==> config.mk <==
export PLATFORM = sky130hd
export DESIGN_NAME = matrix_vec_mul_flat
export DESIGN_NICKNAME = d
export VERILOG_FILES = /design/src/rtl/matrix_vec_mul_if.sv /design/src/rtl/matrix_vec_mul.sv /design/src/flat_wrapper.sv
export SDC_FILE = /design/constraint.sdc
export NUM_CORES = 1
export LEC_CHECK = 0
export ABC_AREA = 1
export CAP_MARGIN = 20
export CORE_AREA = 2 2 39 41
export DETAILED_ROUTE_END_ITERATION = 10
export DIE_AREA = 0 0 41 43
export PLACE_DENSITY = 0.34
export REMOVE_ABC_BUFFERS = 1
export SLEW_MARGIN = 30
export SYNTH_ARGS = -nofsm -noshare
export SYNTH_HDL_FRONTEND = slang
export SYNTH_SLANG_ARGS = --single-unit
export TNS_END_PERCENT = 30
==> constraint.sdc <==
create_clock -name clk -period 2.4 [get_ports clk]
set_clock_uncertainty 0.15 [all_clocks]
set_input_delay 0.24 -clock clk [delete_from_list [all_inputs] [get_ports clk]]
set_output_delay 0.24 -clock clk [all_outputs]
set_load 0.01 [all_outputs]
==> src/rtl/matrix_vec_mul_if.sv <==
// Operand/result handshake bundle for matrix_vec_mul: 2x2 bit matrix (a..d),
// 2-bit vector (e, f) in, 2-bit result (g, h) out, valid/ready on each side.
interface matrix_vec_mul_if;
   logic in_valid;
   logic in_ready;
   logic a;
   logic b;
   logic c;
   logic d;
   logic e;
   logic f;
   logic out_valid;
   logic out_ready;
   logic g;
   logic h;

   // Producer of operands and consumer of results (testbench / upstream logic)
   modport master (
      output in_valid,
      input  in_ready,
      output a,
      output b,
      output c,
      output d,
      output e,
      output f,
      input  out_valid,
      output out_ready,
      input  g,
      input  h
   );

   // The multiplier itself
   modport slave (
      input  in_valid,
      output in_ready,
      input  a,
      input  b,
      input  c,
      input  d,
      input  e,
      input  f,
      output out_valid,
      input  out_ready,
      output g,
      output h
   );
endinterface

==> src/rtl/matrix_vec_mul.sv <==
// 2x2 bit-matrix times 2-bit vector with a one-deep registered output stage.
// Define MATRIX_VEC_MUL_GF2_EN for XOR accumulation (GF(2)); default accumulates with OR.
module matrix_vec_mul (
   input  logic                  clk,
   input  logic                  rst_n,
   matrix_vec_mul_if.slave       bus
);

   logic in_xfer_s;
   logic out_xfer_s;
   logic g_next_s;
   logic h_next_s;
   logic out_valid_next_s;
   logic g_r;
   logic h_r;
   logic out_valid_r;

   // Accumulate two partial products according to the selected algebra.
   function automatic logic acc_f(input logic x, input logic y);
`ifdef MATRIX_VEC_MUL_GF2_EN
      return x ^ y;
`else
      return x | y;
`endif
   endfunction

   // Handshake decode; the stage accepts new data in the same cycle it drains.
   always_comb begin
      bus.in_ready = (!out_valid_r) || bus.out_ready;
      in_xfer_s    = bus.in_valid && bus.in_ready;
      out_xfer_s   = out_valid_r && bus.out_ready;
   end

   // Next-state for the result register and its valid flag.
   always_comb begin
      g_next_s         = g_r;
      h_next_s         = h_r;
      out_valid_next_s = out_valid_r;
      if (in_xfer_s) begin
         g_next_s         = acc_f(bus.a & bus.e, bus.b & bus.f);
         h_next_s         = acc_f(bus.c & bus.e, bus.d & bus.f);
         out_valid_next_s = 1'b1;
      end else if (out_xfer_s) begin
         out_valid_next_s = 1'b0;
      end else begin
         out_valid_next_s = out_valid_r;
      end
   end

   // Result register; reset wins over any transfer in the same cycle.
   always_ff @(posedge clk) begin
      if (!rst_n) begin
         g_r         <= 1'b0;
         h_r         <= 1'b0;
         out_valid_r <= 1'b0;
      end else begin
         g_r         <= g_next_s;
         h_r         <= h_next_s;
         out_valid_r <= out_valid_next_s;
      end
   end

   assign bus.g         = g_r;
   assign bus.h         = h_r;
   assign bus.out_valid = out_valid_r;

endmodule

==> src/flat_wrapper.sv <==
// flat-port wrapper written by rule: the top's interface ports become plain ports
module matrix_vec_mul_flat 
  (clk, rst_n, bus_in_valid, bus_in_ready, bus_a, bus_b, bus_c, bus_d, bus_e, bus_f, bus_out_valid, bus_out_ready, bus_g, bus_h);
  matrix_vec_mul_if bus_i ();
  input  logic clk;
  input  logic rst_n;
  input wire logic [$bits(bus_i.in_valid)-1:0] bus_in_valid;
  output wire logic [$bits(bus_i.in_ready)-1:0] bus_in_ready;
  input wire logic [$bits(bus_i.a)-1:0] bus_a;
  input wire logic [$bits(bus_i.b)-1:0] bus_b;
  input wire logic [$bits(bus_i.c)-1:0] bus_c;
  input wire logic [$bits(bus_i.d)-1:0] bus_d;
  input wire logic [$bits(bus_i.e)-1:0] bus_e;
  input wire logic [$bits(bus_i.f)-1:0] bus_f;
  output wire logic [$bits(bus_i.out_valid)-1:0] bus_out_valid;
  input wire logic [$bits(bus_i.out_ready)-1:0] bus_out_ready;
  output wire logic [$bits(bus_i.g)-1:0] bus_g;
  output wire logic [$bits(bus_i.h)-1:0] bus_h;
  assign bus_i.in_valid = bus_in_valid;
  assign bus_in_ready = bus_i.in_ready;
  assign bus_i.a = bus_a;
  assign bus_i.b = bus_b;
  assign bus_i.c = bus_c;
  assign bus_i.d = bus_d;
  assign bus_i.e = bus_e;
  assign bus_i.f = bus_f;
  assign bus_out_valid = bus_i.out_valid;
  assign bus_i.out_ready = bus_out_ready;
  assign bus_g = bus_i.g;
  assign bus_h = bus_i.h;
  matrix_vec_mul u_core (.clk(clk), .rst_n(rst_n), .bus(bus_i));
endmodule
* After elaboration in Yosys (flattened, before gate mapping)
Index checks and enable logic that the tools add are counted.
Storage, ports and cells: bits in registers 3, bits of input ports 10, output and inout port bits 4
Operators by class: reduce and logical (&&, ||, !) cells 5, bitwise operators 6, muxes and demuxes 2
Operator list (count):
- $and 1x1->1 | 4
- $logic_and 1x1->1 | 2
- $mux 1 | 2
- $or 1x1->1 | 2
- $reduce_bool 2->1 | 1
- $logic_not 1->1 | 1
- $logic_or 1x1->1 | 1

* Logic depth before layout (Yosys ltp)
Gate-level depths: netlist of run 1.
depth in word-level cells 4, gate-level depth with buffers 6, mapped depth without buffers 6

* Worst setup path after synthesis of run 1
No wires, ideal clock.
path kind reg2reg, from register u_core.out_valid_r (netlist: u_core.bus.out_valid), to register u_core.g_r (netlist: u_core.bus.g), clock period less this slack 953 ps, slack 1447 ps, required time 2137 ps, arrival time 690 ps, stages on the path, launching flop included 6, cells stage by stage dfxtp_1 > nand2_2 > nand2_2 > nand2_1 > nand2_1 > nor2_1
On the way: longest elaborated chain between the ends 3
RTL lines:
- start, declared | RTL line matrix_vec_mul.sv:16 | logic out_valid_r;
- start signal, assigned | RTL line matrix_vec_mul.sv:59 | out_valid_r <= out_valid_next_s;
- $logic_not 1->1 | RTL line matrix_vec_mul.sv:29 | bus.in_ready = (!out_valid_r) || bus.out_ready;
- $logic_or 1x1->1 | RTL line matrix_vec_mul.sv:29
- net bus_in_ready | RTL line flat_wrapper.sv:8 | output wire logic [$bits(bus_i.in_ready)-1:0] bus_in_ready;
- $logic_and 1x1->1 | RTL line matrix_vec_mul.sv:30 | in_xfer_s = bus.in_valid && bus.in_ready;
- end signal, assigned | RTL line matrix_vec_mul.sv:57 | g_r <= g_next_s;
- end, declared | RTL line matrix_vec_mul.sv:14 | logic g_r;
The timed path passes the listed nets, and every way through them passes these cells. A chain may end at the register's enable or synchronous reset.

* Worst setup path in the final report of run 1
from input port bus_out_ready, to output port bus_in_ready
On the way: longest elaborated chain between the ends 1
RTL lines:
- start, declared | RTL line flat_wrapper.sv:16 | input wire logic [$bits(bus_i.out_ready)-1:0] bus_out_ready;
- $logic_or 1x1->1 | RTL line matrix_vec_mul.sv:29
- end, declared | RTL line flat_wrapper.sv:8
Every way passes these cells.

==> results.sh, run 1 <==
export IMPL_wire_per_inst_um=7.089
export IMPL_power_density_nw_per_um2=568.6
export IMPL_yosysTopAreaCellShare_pct=41.74
export IMPL_place_area_um2=294.0
export IMPL_finish_utilization_pct=23.15
export IMPL_nets=51
export IMPL_synth_seq_cells=3
export IMPL_grt_ovfl_total=0
export IMPL_required_ps=2010
export IMPL_fin_area_um2=320.3
export IMPL_viasPerCell=3.357
export IMPL_drive_gt1_share_pct=12.50
export IMPL_synth_area_leader_cell="dfxtp_1"
export IMPL_drc=0
export IMPL_die_y_um=43
export IMPL_max_vdd_ir_drop_mv=0.2096
export IMPL_start_kind="primary input"
export IMPL_cp_end_kind="primary output"
export IMPL_worstMarginPinSlew_ps=116.1
export IMPL_dr_pass1_iters=2
export IMPL_synth_area_leaders="dfxtp_1, nand2_1, nor2_1"
export IMPL_synth_seq_area_share_pct=41.74
export IMPL_antenna_cells=0
export IMPL_finalHoldViolCount=0
export IMPL_post_dp_hpwl_um=327.1
export IMPL_antenna_found_initial=0
export IMPL_num_io_pins=14
export IMPL_first_global_vias=179
export IMPL_initial_core_util_pct=10.40
export IMPL_regToRegStartpoint="u_core.bus.out_valid"
export IMPL_worstPathMaxFanout=3
export IMPL_insertion_delay_ps=230
export IMPL_yosys_warnings=0
export IMPL_crit_end="bus_in_ready"
export IMPL_hold_class="reg2reg"
export IMPL_slew_headroom_pct=92.19
export IMPL_postCtsSetupBuffers=0
export IMPL_numCtsBuffers=3
export IMPL_syn_cell_area_um2=143.9
export IMPL_vias=188
export IMPL_status="complete, no violations"
export IMPL_max_freq_ghz=0.5789
export IMPL_die_area_um2=1763
export IMPL_grt_pass1_wl_um=648
export IMPL_drv_cap=0
export IMPL_numPortBuffers=13
export IMPL_cp_arrival_ps=1340
export IMPL_core_region_area_um2=1384
export IMPL_crit_type="in2out"
export IMPL_yosys_cell_types_count=6
export IMPL_synthArstFlopShare_pct=0
export IMPL_synth_edff_count=0
export IMPL_gp_congestion=0.6277
export IMPL_timing_setup_tns_ps=0
export IMPL_r2r_cells=5
export IMPL_tritoncts="done"
export IMPL_row_count=14
export IMPL_grt_max_degree=6
export IMPL_yosysMostFrequentCell="nand2_1"
export IMPL_synth_ff_type="dfxtp_1"
export IMPL_cts_hold_buffers=0
export IMPL_synthTopCellsByCount="nand2_1, nor2_1, dfxtp_1, inv_1, nand2_2"
export IMPL_drv_slew=0
export IMPL_setup_viol=0
export IMPL_die_w_um=41
export IMPL_rrSetupSlack_ps=1490
export IMPL_synthCells=23
export IMPL_cts_buffer_depth=2
export IMPL_drtIter0Drc=2
export IMPL_min_period_over_period_pct=71.98
export IMPL_drtAntennaViolNets=0
export IMPL_cts_sinks=3
export IMPL_grtUsageTotal_pct=6.124
export IMPL_root_buffer="clkbuf_4"
export IMPL_syn_avg_cell_area_um2=6.256
export IMPL_min_path_cells=2
export IMPL_p_leak_nw=0.1473
export IMPL_wl_um=397
export IMPL_rsz0062_at_grt="false"
export IMPL_layout_min_cycle_time_ps=1727
export IMPL_reg2reg_to="u_core.bus.g"
export IMPL_area_delta_synth_final_pct=122.6
export IMPL_startpoint="bus_out_ready"
export IMPL_cts_resized=0
export IMPL_cts_reportedPaths_clkPinSlew_ps=40
export IMPL_htreeDepth=1
state kept, by name (all words and copies together) (netlist names):
name                  count
u_core.bus.out_valid      1
u_core.bus.h              1
u_core.bus.g              1
worst max-delay path, stage by stage:
cell,delay [ps]
clkdlybuf4s50_1,450
inv_1,40
nand2_2,70
clkdlybuf4s50_1,530
power breakdown:
group / total (mW) / leakage (nW) / internal [mW] / switching [mW]
logic: 0.0394 / 0.107 / 0.0254 / 0.0141
registers: 0.0563 / 0.0250 / 0.0542 / 0.00210
clock network: 0.0864 / 0.0150 / 0.0621 / 0.0242
worst min-delay path by stage:
stage	startpoint	slack, ps	endpoint
5_1_grt	u_core.bus.h	410	u_core.bus.h
6_report	u_core.bus.out_valid	370	u_core.bus.out_valid
2_1_floorplan	rst_n	210	u_core.bus.g
3_5_place_dp	u_core.bus.h	360	u_core.bus.h
4_1_cts	u_core.bus.out_valid	370	u_core.bus.out_valid
3_3_place_gp	u_core.bus.out_valid	360	u_core.bus.out_valid
stage by stage:
stage / std cells / total power [mW] / hold WS (ps) / setup slack [ps]
6_report: 56 / 0.1821 / 369.7 / 672.5
5_1_grt: 56 / 0.2011 / 405.8 / 620.9
4_1_cts: 56 / 0.1884 / 374.1 / 668.4
3_5_place_dp: 52 / 0.09670 / 364.5 / 667.8
3_3_place_gp: 52 / 0.09669 / 358.2 / 671.2
2_1_floorplan: 23 / 0.07023 / 210.4 / 1447
area by class of cell:
class                           instances  area [um^2]
Inverter                                3        11.26
Multi-Input combinational cell         17        72.57
Fill cell                             162         1064
Clock buffer                            4        26.28
Sequential cell                         3        60.06
Timing Repair Buffer                   13        130.1
Tap cell                               16        20.02
layer usage:
metal  track usage, %  up-vias  wire, um
met2            5.938       10       155
met4            6.000        0         0
met3            6.806        0        74
li1                 -      102         -
met5                0        -         0
met1            6.431       76       166
cell usage in the layout, fill, tap and decap left out:
cell,instances
nand2_1,10
clkdlybuf4s50_1,13
clkbuf_4,3
nand2_2,2
dfxtp_1,3
nor2_1,4
a21boi_0,1
inv_1,3
clkbuf_1,1
cell families (layout without fill, tap and decap cells):
logic type      after synthesis  in the layout  synth area share [%]
buf+inv                       3             20                 7.826
compound gates                1              1                 5.219
simple gates                 16             16                 45.22
flops                         3              3                 41.74
No activity file was read; power rests on OpenSTA's default activity.
==> inputs of run 2 (changes only) <==
Clock period 2.4 ns to 1.8 ns, I/O delays scaled along.
==> run 2 against run 1 <==
Effect of this change: clock power increased by 37%; count of clock-buffer cells in the layout unchanged; via count increased by 1.6%; register-to-register slack got worse by 610 ps; utilization unchanged; routed wire length increased by 8.3%; critical path type unchanged.
==> results.sh, run 2 (synthesis gave the netlist of run 1 again) <==
export IMPL_cts_sinks=3
export IMPL_hold_class="reg2reg"
export IMPL_status="complete, no violations"
export IMPL_antenna_found_initial=0
export IMPL_grt_ovfl_total=0
export IMPL_drv_slew=0
export IMPL_cp_buffers_inverters=3
export IMPL_start_kind="primary input"
export IMPL_cp_end_kind="primary output"
export IMPL_postCtsSetupBuffers=0
export IMPL_min_period_over_period_pct=90.05
export IMPL_vias=191
export IMPL_drtIter0Drc=1
export IMPL_cp_slowest_cell="clkdlybuf4s50_1"
export IMPL_cts_hold_buffers=0
export IMPL_drc=0
export IMPL_crit_type="in2out"
export IMPL_crit_family="buffers and inverters"
export IMPL_instances_no_fill=56
export IMPL_insertion_delay_ps=230
export IMPL_slew_headroom_pct=91.36
export IMPL_wire_per_inst_um=7.679
export IMPL_htreeDepth=1
export IMPL_drtAntennaViolNets=0
export IMPL_dpl_cell_count=52
export IMPL_p_leak_nw=0.1473
export IMPL_required_ps=1470
export IMPL_final_common_cell="clkdlybuf4s50_1"
export IMPL_timing_setup_tns_ps=0
export IMPL_post_dp_hpwl_um=346.3
export IMPL_cp_arrival_ps=1290
export IMPL_grt_pass1_wl_um=703
export IMPL_cts_resized=0
export IMPL_crit_top_cell="clkdlybuf4s50_1"
export IMPL_numCtsBuffers=3
export IMPL_slowest_delay_ps=540
export IMPL_drv_cap=0
export IMPL_layout_min_cycle_time_ps=1621
export IMPL_core_region_area_um2=1384
export IMPL_max_freq_ghz=0.6170
export IMPL_gp_congestion=0.6197
export IMPL_dr_pass1_iters=2
export IMPL_tritoncts="done"
export IMPL_worstPathMaxFanout=3
export IMPL_nFillCells=162
export IMPL_cts_buffer_depth=2
export IMPL_area_delta_synth_final_pct=122.6
export IMPL_rsz0062_at_grt="false"
export IMPL_viasPerCell=3.411
export IMPL_finalHoldViolCount=0
export IMPL_power_density_nw_per_um2=767.0
export IMPL_grtUsageTotal_pct=7.021
export IMPL_cts_reportedPaths_clkPinSlew_ps=30
export IMPL_mostFrequentLayoutCells="clkdlybuf4s50_1, nand2_1, nor2_1"
export IMPL_first_global_vias=193
export IMPL_num_io_pins=14
export IMPL_wl_um=430
export IMPL_nets=51
export IMPL_numPortBuffers=13
export IMPL_grt_max_degree=6
export IMPL_row_count=14
export IMPL_die_w_um=41
export IMPL_setup_viol=0
export IMPL_path_cells="clkdlybuf4s50_1, inv_1, nand2_2, clkdlybuf4s50_1"
export IMPL_root_buffer="clkbuf_4"
export IMPL_die_y_um=43
export IMPL_drive_gt1_share_pct=12.50
export IMPL_antenna_cells=0
export IMPL_initial_core_util_pct=10.40
export IMPL_die_area_um2=1763
export IMPL_max_vdd_ir_drop_mv=0.3266
export IMPL_worstMarginPinSlew_ps=129.2
[run 2: cell counts in the layout (fill, tap and decap cells not counted)]
No cell type changed its count.
[run 2: layer usage]
| metal | track usage, % | wire [um] | vias to the layer above |
|---|---|---|---|
| li1 | - | - | 100 |
| met1 | 5.769 | 155 | 78 |
| met2 | 8.125 | 166 | 13 |
| met3 | 10.47 | 108 | 0 |
| met4 | 4.000 | 0 | 0 |
| met5 | 0 | 0 | - |
[run 2: layout make-up]
| cell class | count | area (um^2) | share of cell area [%] |
|---|---|---|---|
| Multi-Input combinational cell | 17 | 72.57 | 22.66 |
| Timing Repair Buffer | 13 | 130.1 | 40.63 |
| Clock buffer | 4 | 26.28 | 8.203 |
| Tap cell | 16 | 20.02 | 6.250 |
| Inverter | 3 | 11.26 | 3.516 |
| Sequential cell | 3 | 60.06 | 18.75 |
[run 2: final timing paths]
check	slack (ps)	from	end	depth (start not counted)
worst min register to register	370	u_core.bus.h	u_core.bus.h	4
worst max-delay path	180	bus_out_ready	bus_in_ready	4
worst max register to register	880	u_core.bus.out_valid	u_core.bus.h	5
worst min-delay path	370	u_core.bus.h	u_core.bus.h	4
[run 2: power by group]
| part | total [mW] | leakage [nW] | switching (mW) | internal [mW] |
|---|---|---|---|---|
| Sequential | 0.0750 | 0.0250 | 0.00275 | 0.0723 |
| Clock | 0.118 | 0.0150 | 0.0349 | 0.0830 |
| Combinational | 0.0527 | 0.107 | 0.0189 | 0.0338 |
[run 2: worst min-delay path, cell delays in order, from the launching register on]
cell	delay (ps)
dfxtp_1	300
inv_1	40
nand2_1	40
nand2_1	50
nor2_1	40
[run 2: metrics by stage]
step | cell area, um^2 | power [mW] | hold slack (ps) | utilization [%] | setup WS (ps)
CTS | 320.3 | 0.2561 | 371.9 | 23.15 | 171.3
finish | 320.3 | 0.2457 | 366.2 | 23.15 | 179.2
global placement | 294.0 | 0.1289 | 353.3 | 21.25 | 201.0
global route | 320.3 | 0.2731 | 399.3 | 23.15 | 148.5
detailed placement | 294.0 | 0.1296 | 363.1 | 21.25 | 178.6
floorplan | 143.9 | 0.09364 | 150.4 | - | 847.0
